$ cat config.mk
export PLATFORM = sky130hd
export DESIGN_NAME = hazard_ctrl
export DESIGN_NICKNAME = d
export VERILOG_FILES = /design/src/rtl/hazard_ctrl.sv
export SDC_FILE = /design/constraint.sdc
export NUM_CORES = 1
export LEC_CHECK = 0
export ABC_AREA = 1
export CORE_UTILIZATION = 41
export CTS_CLUSTER_DIAMETER = 200
export DETAILED_ROUTE_END_ITERATION = 16
export GPL_ROUTABILITY_DRIVEN = 0
export HOLD_SLACK_MARGIN = 0.03
export PLACE_DENSITY = 0.88
export RECOVER_POWER = 100
export SYNTH_ARGS = -nofsm -noshare
export SYNTH_HDL_FRONTEND = slang
export SYNTH_SLANG_ARGS = --single-unit
$ cat constraint.sdc
create_clock -name clk -period 1.7 [get_ports clk]
set_input_delay 0.425 -clock clk [delete_from_list [all_inputs] [get_ports clk]]
set_output_delay 0.425 -clock clk [all_outputs]
set_load 0.01 [all_outputs]
$ cat src/rtl/hazard_ctrl.sv
// Hazard/stall controller for the five-stage MIPS pipeline: forwarding selects,
// stall/flush strobes, multi-cycle op sequencing and a saturating stall counter.
module hazard_ctrl #(
    parameter int unsigned MUL_LAT = 4,
    parameter int unsigned CNT_W   = 16
) (
    input  logic             clk,
    input  logic             clr,
    input  logic [4:0]       RsD,
    input  logic [4:0]       RtD,
    input  logic [4:0]       RsE,
    input  logic [4:0]       RtE,
    input  logic [4:0]       WriteRegE,
    input  logic [4:0]       WriteRegM,
    input  logic [4:0]       WriteRegW,
    input  logic             RegWriteE,
    input  logic             RegWriteM,
    input  logic             RegWriteW,
    input  logic             MemtoRegE,
    input  logic             MemtoRegM,
    input  logic             BranchD,
    input  logic             PCSrcD,
    input  logic             MdStartE,
    input  logic             MemReqM,
    input  logic             MemRdyM,
    output logic             StallF,
    output logic             StallD,
    output logic             StallE,
    output logic             StallM,
    output logic             FlushD,
    output logic             FlushE,
    output logic             FlushM,
    output logic [1:0]       ForwardAE,
    output logic [1:0]       ForwardBE,
    output logic             ForwardAD,
    output logic             ForwardBD,
    output logic             MdBusy,
    output logic [CNT_W-1:0] StallCycles
);

    typedef enum logic {StIdle, StBusy} md_state_e;

    localparam logic [3:0] MdInit = 4'(MUL_LAT - 1);

    md_state_e        state_q, state_d;
    logic [3:0]       cnt_q, cnt_d;
    logic [CNT_W-1:0] stall_cnt_q, stall_cnt_d;

    logic [1:0] fwd_ae, fwd_be;
    logic       fwd_ad, fwd_bd;
    logic       lwstall, branchstall, memstall, mdstall;
    logic       stall_e, stall_fd;

    always_comb begin
        fwd_ae = 2'b00;
        if (RsE != 5'd0 && RegWriteM && WriteRegM == RsE) begin
            fwd_ae = 2'b10;
        end else if (RsE != 5'd0 && RegWriteW && WriteRegW == RsE) begin
            fwd_ae = 2'b01;
        end
        fwd_be = 2'b00;
        if (RtE != 5'd0 && RegWriteM && WriteRegM == RtE) begin
            fwd_be = 2'b10;
        end else if (RtE != 5'd0 && RegWriteW && WriteRegW == RtE) begin
            fwd_be = 2'b01;
        end
    end

    assign fwd_ad = (RsD != 5'd0) && RegWriteM && (WriteRegM == RsD);
    assign fwd_bd = (RtD != 5'd0) && RegWriteM && (WriteRegM == RtD);

    assign lwstall     = MemtoRegE && ((RtE == RsD) || (RtE == RtD));
    assign branchstall = BranchD &&
        ((RegWriteE && WriteRegE != 5'd0 && (WriteRegE == RsD || WriteRegE == RtD)) ||
         (MemtoRegM && WriteRegM != 5'd0 && (WriteRegM == RsD || WriteRegM == RtD)));
    assign memstall    = MemReqM && !MemRdyM;
    assign mdstall     = ((state_q == StIdle) && MdStartE) ||
                         ((state_q == StBusy) && (cnt_q != 4'd0));

    assign stall_e  = memstall || mdstall;
    assign stall_fd = stall_e || lwstall || branchstall;

    // Every strobe and select is held at zero while reset is asserted.
    assign StallM    = clr && memstall;
    assign StallE    = clr && stall_e;
    assign StallF    = clr && stall_fd;
    assign StallD    = clr && stall_fd;
    assign FlushM    = clr && mdstall && !memstall;
    assign FlushE    = clr && (lwstall || branchstall) && !stall_e;
    assign FlushD    = clr && PCSrcD && !stall_fd;
    assign ForwardAE = clr ? fwd_ae : 2'b00;
    assign ForwardBE = clr ? fwd_be : 2'b00;
    assign ForwardAD = clr && fwd_ad;
    assign ForwardBD = clr && fwd_bd;
    assign MdBusy    = clr && (state_q == StBusy);
    assign StallCycles = stall_cnt_q;

    // The sequencer keeps counting through memory wait states.
    always_comb begin
        state_d = state_q;
        cnt_d   = cnt_q;
        unique case (state_q)
            StIdle: begin
                if (MdStartE) begin
                    state_d = StBusy;
                    cnt_d   = MdInit;
                end
            end
            StBusy: begin
                if (cnt_q != 4'd0) begin
                    cnt_d = cnt_q - 4'd1;
                end else begin
                    state_d = StIdle;
                end
            end
            default: state_d = StIdle;
        endcase
    end

    always_comb begin
        stall_cnt_d = stall_cnt_q;
        if (StallF && stall_cnt_q != {CNT_W{1'b1}}) begin
            stall_cnt_d = stall_cnt_q + 1'b1;
        end
    end

    always_ff @(posedge clk) begin
        if (!clr) begin
            state_q     <= StIdle;
            cnt_q       <= 4'd0;
            stall_cnt_q <= '0;
        end else begin
            state_q     <= state_d;
            cnt_q       <= cnt_d;
            stall_cnt_q <= stall_cnt_d;
        end
    end

endmodule

### Yosys cells after proc, flatten, opt, wreduce, memory -nomap -nowiden

Cells that the tools add are included.

* latch bits: 0
* bits in read-only memories: 0
* bits in registers: 21
* bits in writable memories: 0
* logic and storage cells: 86
* output and inout bits: 30
* memories: 0

* equality and inequality tests: 13
* shifts and indexed selects: 0
* add/sub/neg operators: 2
* reductions and logical operators: 55
* multiplexer cells: 12
* div/mod/pow operators: 0
* magnitude comparators: 0
* bitwise logic cells: 1
* multipliers: 0

Operators with widths (count)
* $eq 5x5->1: 10
* $logic_and 1x1->1: 34
* $reduce_bool 5->1: 6
* $add 16x1->16 const B: 1
* $ne 16x16->1 const B: 1
* $logic_or 1x1->1: 9
* $mux 2: 4
* $mux 4: 2
* $pmux 4 s2: 1
* $logic_not 1->1: 4
* $mux 1: 4
* $reduce_bool 4->1: 1
* $sub 4x1->4 const B: 1
* $ne 2x1->1 const B: 1
* $ne 2x2->1 const B: 1
* $pmux 1 s2: 1
* $reduce_and 2->1: 1
* $not 1->1: 1

### Longest topological paths before layout

* word-level depth: 8
* depth in mapped cells: 15
* mapped depth without buffers: 14

### Least setup slack after synthesis

No wires, ideal clock.

* path type: register -> output
* start point: reg cnt_q[0]
* end point: out FlushD
* buffers on the path: 1
* data arrival time: 1.533 ns
* stages on the path, launching flop included: 10
* setup slack: -0.258 ns
* cells stage by stage: dfxtp_1 -> inv_1 -> ha_1 -> a31oi_1 -> a21oi_2 -> nand2_1 -> a21oi_2 -> nand2_4 -> buf_6 -> nor2_1

* longest elaborated chain between the ends: 8

Ends and longest elaborated chain
* start, declared: RTL line 46 `logic [3:0] cnt_q, cnt_d;`
* start signal, assigned: RTL line 134 `cnt_q <= cnt_d;`
* $reduce_bool 4->1: RTL line 78 `((state_q == StBusy) && (cnt_q != 4'd0));`
* $logic_and 1x1->1: RTL line 78
* $logic_or 1x1->1: RTL line 77 `assign mdstall = ((state_q == StIdle) && MdStartE) ||`
* $logic_or 1x1->1: RTL line 80 `assign stall_e = memstall || mdstall;`
* $logic_or 1x1->1 (2 in a row): RTL line 81 `assign stall_fd = stall_e || lwstall || branchstall;`
* $logic_not 1->1: RTL line 90 `assign FlushD = clr && PCSrcD && !stall_fd;`
* $logic_and 1x1->1: RTL line 90
* end, declared: RTL line 30 `output logic FlushD,`

Every way passes these cells.

### Worst setup path in the final report

* start point: reg stall_cnt_q[0], in the netlist StallCycles[0]
* end point: reg stall_cnt_q[11], in the netlist StallCycles[11]

* longest elaborated chain between the ends: 2
* elaborated cells on any way between the ends: 3
* classes of those cells: add/sub: 1; eq/ne: 1; reduce/logical: 1

Ends and longest elaborated chain
* start, declared: RTL line 47 `logic [CNT_W-1:0] stall_cnt_q, stall_cnt_d;`
* start signal, assigned: RTL line 135 `stall_cnt_q <= stall_cnt_d;`
* branches (longest 2 deep; another with $add 16x1->16)

Several ways; the timed one is not identified.
A chain may end at the register's enable or synchronous reset.

==> metrics.md <==
| Metric | Value |
|---|---|
| Final Power | `1.98 mW` |
| I/O Buffers | `76` |
| Crit path max fanout | `7` |
| Clock sinks | `21` |
| Die width | `74.3 um` |
| Vert. Die Dim | `74.3 um` |
| YS warnings | `0` |
| Finished Layout Cells | `609` |
| I/O pins | `77` |
| WP data arrival | `2.44 ns` |
| Largest net degree at the start of global routing | `24` |
| Routed Antenna Nets | `0` |
| Reg2reg setup slack | `-0.62 ns` |
| Min Clock Period, post-route | `2.32 ns` |
| Count of pins over their slew limit | `0` |
| CTS clk-pin slew, worst paths | `roughly 0.090 ns` |
| Critical Path Source Type | `register` |
| Initial antenna violation count | `2` |
| Cell area after layout | `0.00426 mm^2` |
| TritonCTS clock tree | `done` |
| Ant diodes | `0` |
| Vias in the first global route | `approximately 3300` |
| Critical Path End Type | `register` |
| Reg2reg start | `StallCycles[0]$_SDFFE_PN0P_` |
| Max Clock Skew | `about 0.0063 ns` |
| Drt pass-1 iters | `6` |
| RSZ-0062 raised after global routing | `true` |
| Final setup fails | `32` |
| Top cells by area, synth | `dfxtp_1 20%, nand2_1 19%, inv_1 11%` |
| Worst r2r dst | `StallCycles[11]$_SDFFE_PN0P_` |
| Clock buffer count from CTS | `3` |
| Syn_area_per_cell | `5.71 um^2` |
| Pwr/cell area | `465 mW/mm^2` |
| Post-Syn Nets | `about 420` |
| Least-Margin Pin Slew | `0.438 ns` |
| Cells after Synth | `375` |
| Crit Path Category | `register to register` |
| DP HPWL | `5770 um` |
| Main synth FF type | `dfxtp_1` |
| Drt wl/cell | `20.7 um` |
| Root buf cell | `clkbuf_8` |
| Synth area leader | `dfxtp_1` |
| Critical Path RT | `1.83 ns` |
| TNS Setup | `-9.69 ns` |
| Post-synth EDFFs | `0` |
| Path depth of the worst reg2reg path | `11` |
| Total Routing Usage GR | `34.9%` |
| Seq/Total Area, Yosys | `between 10% and 20%` |
| Net count, final | `592` |
| Hold path depth | `1` |
| DRT iter0 DRCs | `641` |
| Via count | `3728` |
| Max IR drop VDD | `0.000461 V` |
| DR DRC count | `0` |
| Count leader, synth | `nand2_1` |
| WHS Endpoint | `cnt_q[2]$_SDFFE_PN0P_` |
| H-tree Lvls | `1` |
| Slew margin rel. | `a little over two thirds` |
| Placed cell area | `around 0.0034 mm^2` |
| Gr ovfl total | `0` |
| Final WL | `approximately 13000 um` |
| Final hold violation count | `0` |
| Row count | `25` |
| CP startpoint | `StallCycles[0]$_SDFFE_PN0P_` |
| Synth Register Bits | `21` |
| Synth cell types | `37` |
| Max-cap violation count | `0` |
| Area share of the largest cell type after synthesis | `19.6%` |
| Ratio of cells with drive above 1 in the final layout | `50.6%` |
| DP Cell Count | `567` |
| Area delta synth->final | `98.9%` |
| Worst skew pair latency | `0.27 ns` |
| Highest achievable clock rate | `432 MHz` |
| Failing checks | `setup timing` |
| Setup WS post-layout | `-0.615 ns` |
| DR vias/cell | `6.12` |
| Post-synth top cells | `111 x nand2_1, 60 x inv_1, 50 x nor2_1, 27 x nand3_1, 21 x dfxtp_1` |
| Cell leakage power | `about 2.1 nW` |
| Die ar. | `0.00551 mm^2` |
| Hold WC Path Type | `register to register` |
| Fill count | `239` |
| Mapped Area | `roughly 0.0021 mm^2` |
| Fin crit share | `136%` |
| Status | `complete, but fails checks` |
| Hold_sp | `cnt_q[2]$_SDFFE_PN0P_` |
| Synth async-reset ratio | `0%` |
| Hold-fix buffers, CTS | `0` |
| Core Box Area | `0.00488 mm^2` |
| Clock buffer depth | `2` |
| Initial Utilization | `43.9%` |
| First-pass GRT wire length | `14800 um` |
-- per-stage QoR --
stage | utilization, % | hold slack, ns | setup WS (ns)
after floorplan | - | 0.412 | -0.102
after global placement | 70.2 | 0.429 | -1.26
after detailed placement | 70.2 | 0.429 | -1.28
after CTS | 77.9 | 0.445 | -0.327
after global routing | 87.3 | 0.525 | -0.867
final | 87.3 | 0.514 | -0.615
-- area by class of cell --
type	count	area [um^2]	area share, %
multi-input combinational	282	1910	44.7
timing repair buffer	171	1520	35.7
sequential	21	439	10.3
inverter	64	265	6.23
tap	67	83.8	1.97
clock buffer	3	41.3	0.969
clock inverter	1	5.00	0.118
-- logic make-up after synthesis --
kind of cell	Yosys count	share of synthesized area, %
AO/OA/AOI/OAI	37	11.2
adder cells (fa/ha/maj)	2	1.17
flip-flops	21	19.6
AND/OR/NAND/NOR	219	44.7
buffers and inverters	73	14.0
XOR/XNOR	23	9.41
-- worst max-delay path, stage by stage, from the launching register on --
cell      delay (ns)
dfxtp_2         0.38
ha_4            0.15
nand2_4         0.06
inv_2           0.05
nand4_1         0.18
nor2_2          0.28
nand3_2         0.15
nor2_4          0.20
clkinv_4        0.15
nand3_4         0.15
nor2_2          0.05
nor2_1          0.35
-- how the worst max path moves through the flow --
| stage | to | slack (ns) | cells past startpoint |
|---|---|---|---|
| 5_1_grt | StallCycles[4]$_SDFFE_PN0P_ | -0.87 | 13 |
| 4_1_cts | ForwardBE[1] | -0.33 | 9 |
| 3_3_place_gp | ForwardAD | -1.26 | 9 |
| 6_report | StallCycles[11]$_SDFFE_PN0P_ | -0.62 | 11 |
| 2_1_floorplan | FlushD | -0.10 | 9 |
| 3_5_place_dp | ForwardBD | -1.28 | 9 |
-- cell usage in the layout, fill, tap and decap left out, types with 5 or more instances in the layout --
| cell type | count |
|---|---|
| nand2_1 | 92 |
| nor3_2 | 5 |
| xnor2_1 | 6 |
| dfxtp_2 | 12 |
| nand4_1 | 10 |
| inv_1 | 38 |
| clkdlybuf4s50_1 | 13 |
| xor2_1 | 11 |
| dfxtp_1 | 8 |
| buf_2 | 25 |
| nand3_2 | 9 |
| buf_6 | 26 |
| nor2_2 | 10 |
| buf_4 | 79 |
| dlymetal6s2s_1 | 5 |
| nor2_1 | 36 |
| xnor2_2 | 5 |
| inv_2 | 20 |
| a21oi_2 | 8 |
| nand2_2 | 17 |
| nand3_1 | 19 |
| nor2_4 | 7 |
| dlygate4sd2_1 | 9 |
-- repair_timing --
action | CTS | global route
gates cloned | 2 | 2
buffers inserted | 16 | 19
endpoints found under the setup margin | 35 | 37
resized for setup | 312 | 82
pin swaps | 59 | 46
hold endpoints to repair | 0 | 0
-- metal layers --
| metal | share of wire (%) | vias up | track usage, % |
|---|---|---|---|
| met3 | 11 | 150 | 7.45 |
| met4 | 9.5 | 2 | 22.9 |
| li1 | - | 1540 | - |
| met1 | 33 | 1667 | 36.9 |
| met5 | 0.36 | - | 0 |
| met2 | 46 | 369 | 62.6 |
-- registers in the layout (all words and copies together), names as in the netlist --
signal / count
StallCycles: 16
cnt_q: 4
state_q: 1
-- power breakdown --
part	leakage [nW]	switching (mW)	internal, mW
Sequential	0.177	0.0426	0.526
Combinational	1.93	0.553	0.500
Clock	0.0255	0.193	0.164
Total	2.13	0.788	1.19
Note: power is estimated with default switching activity, not from simulation.
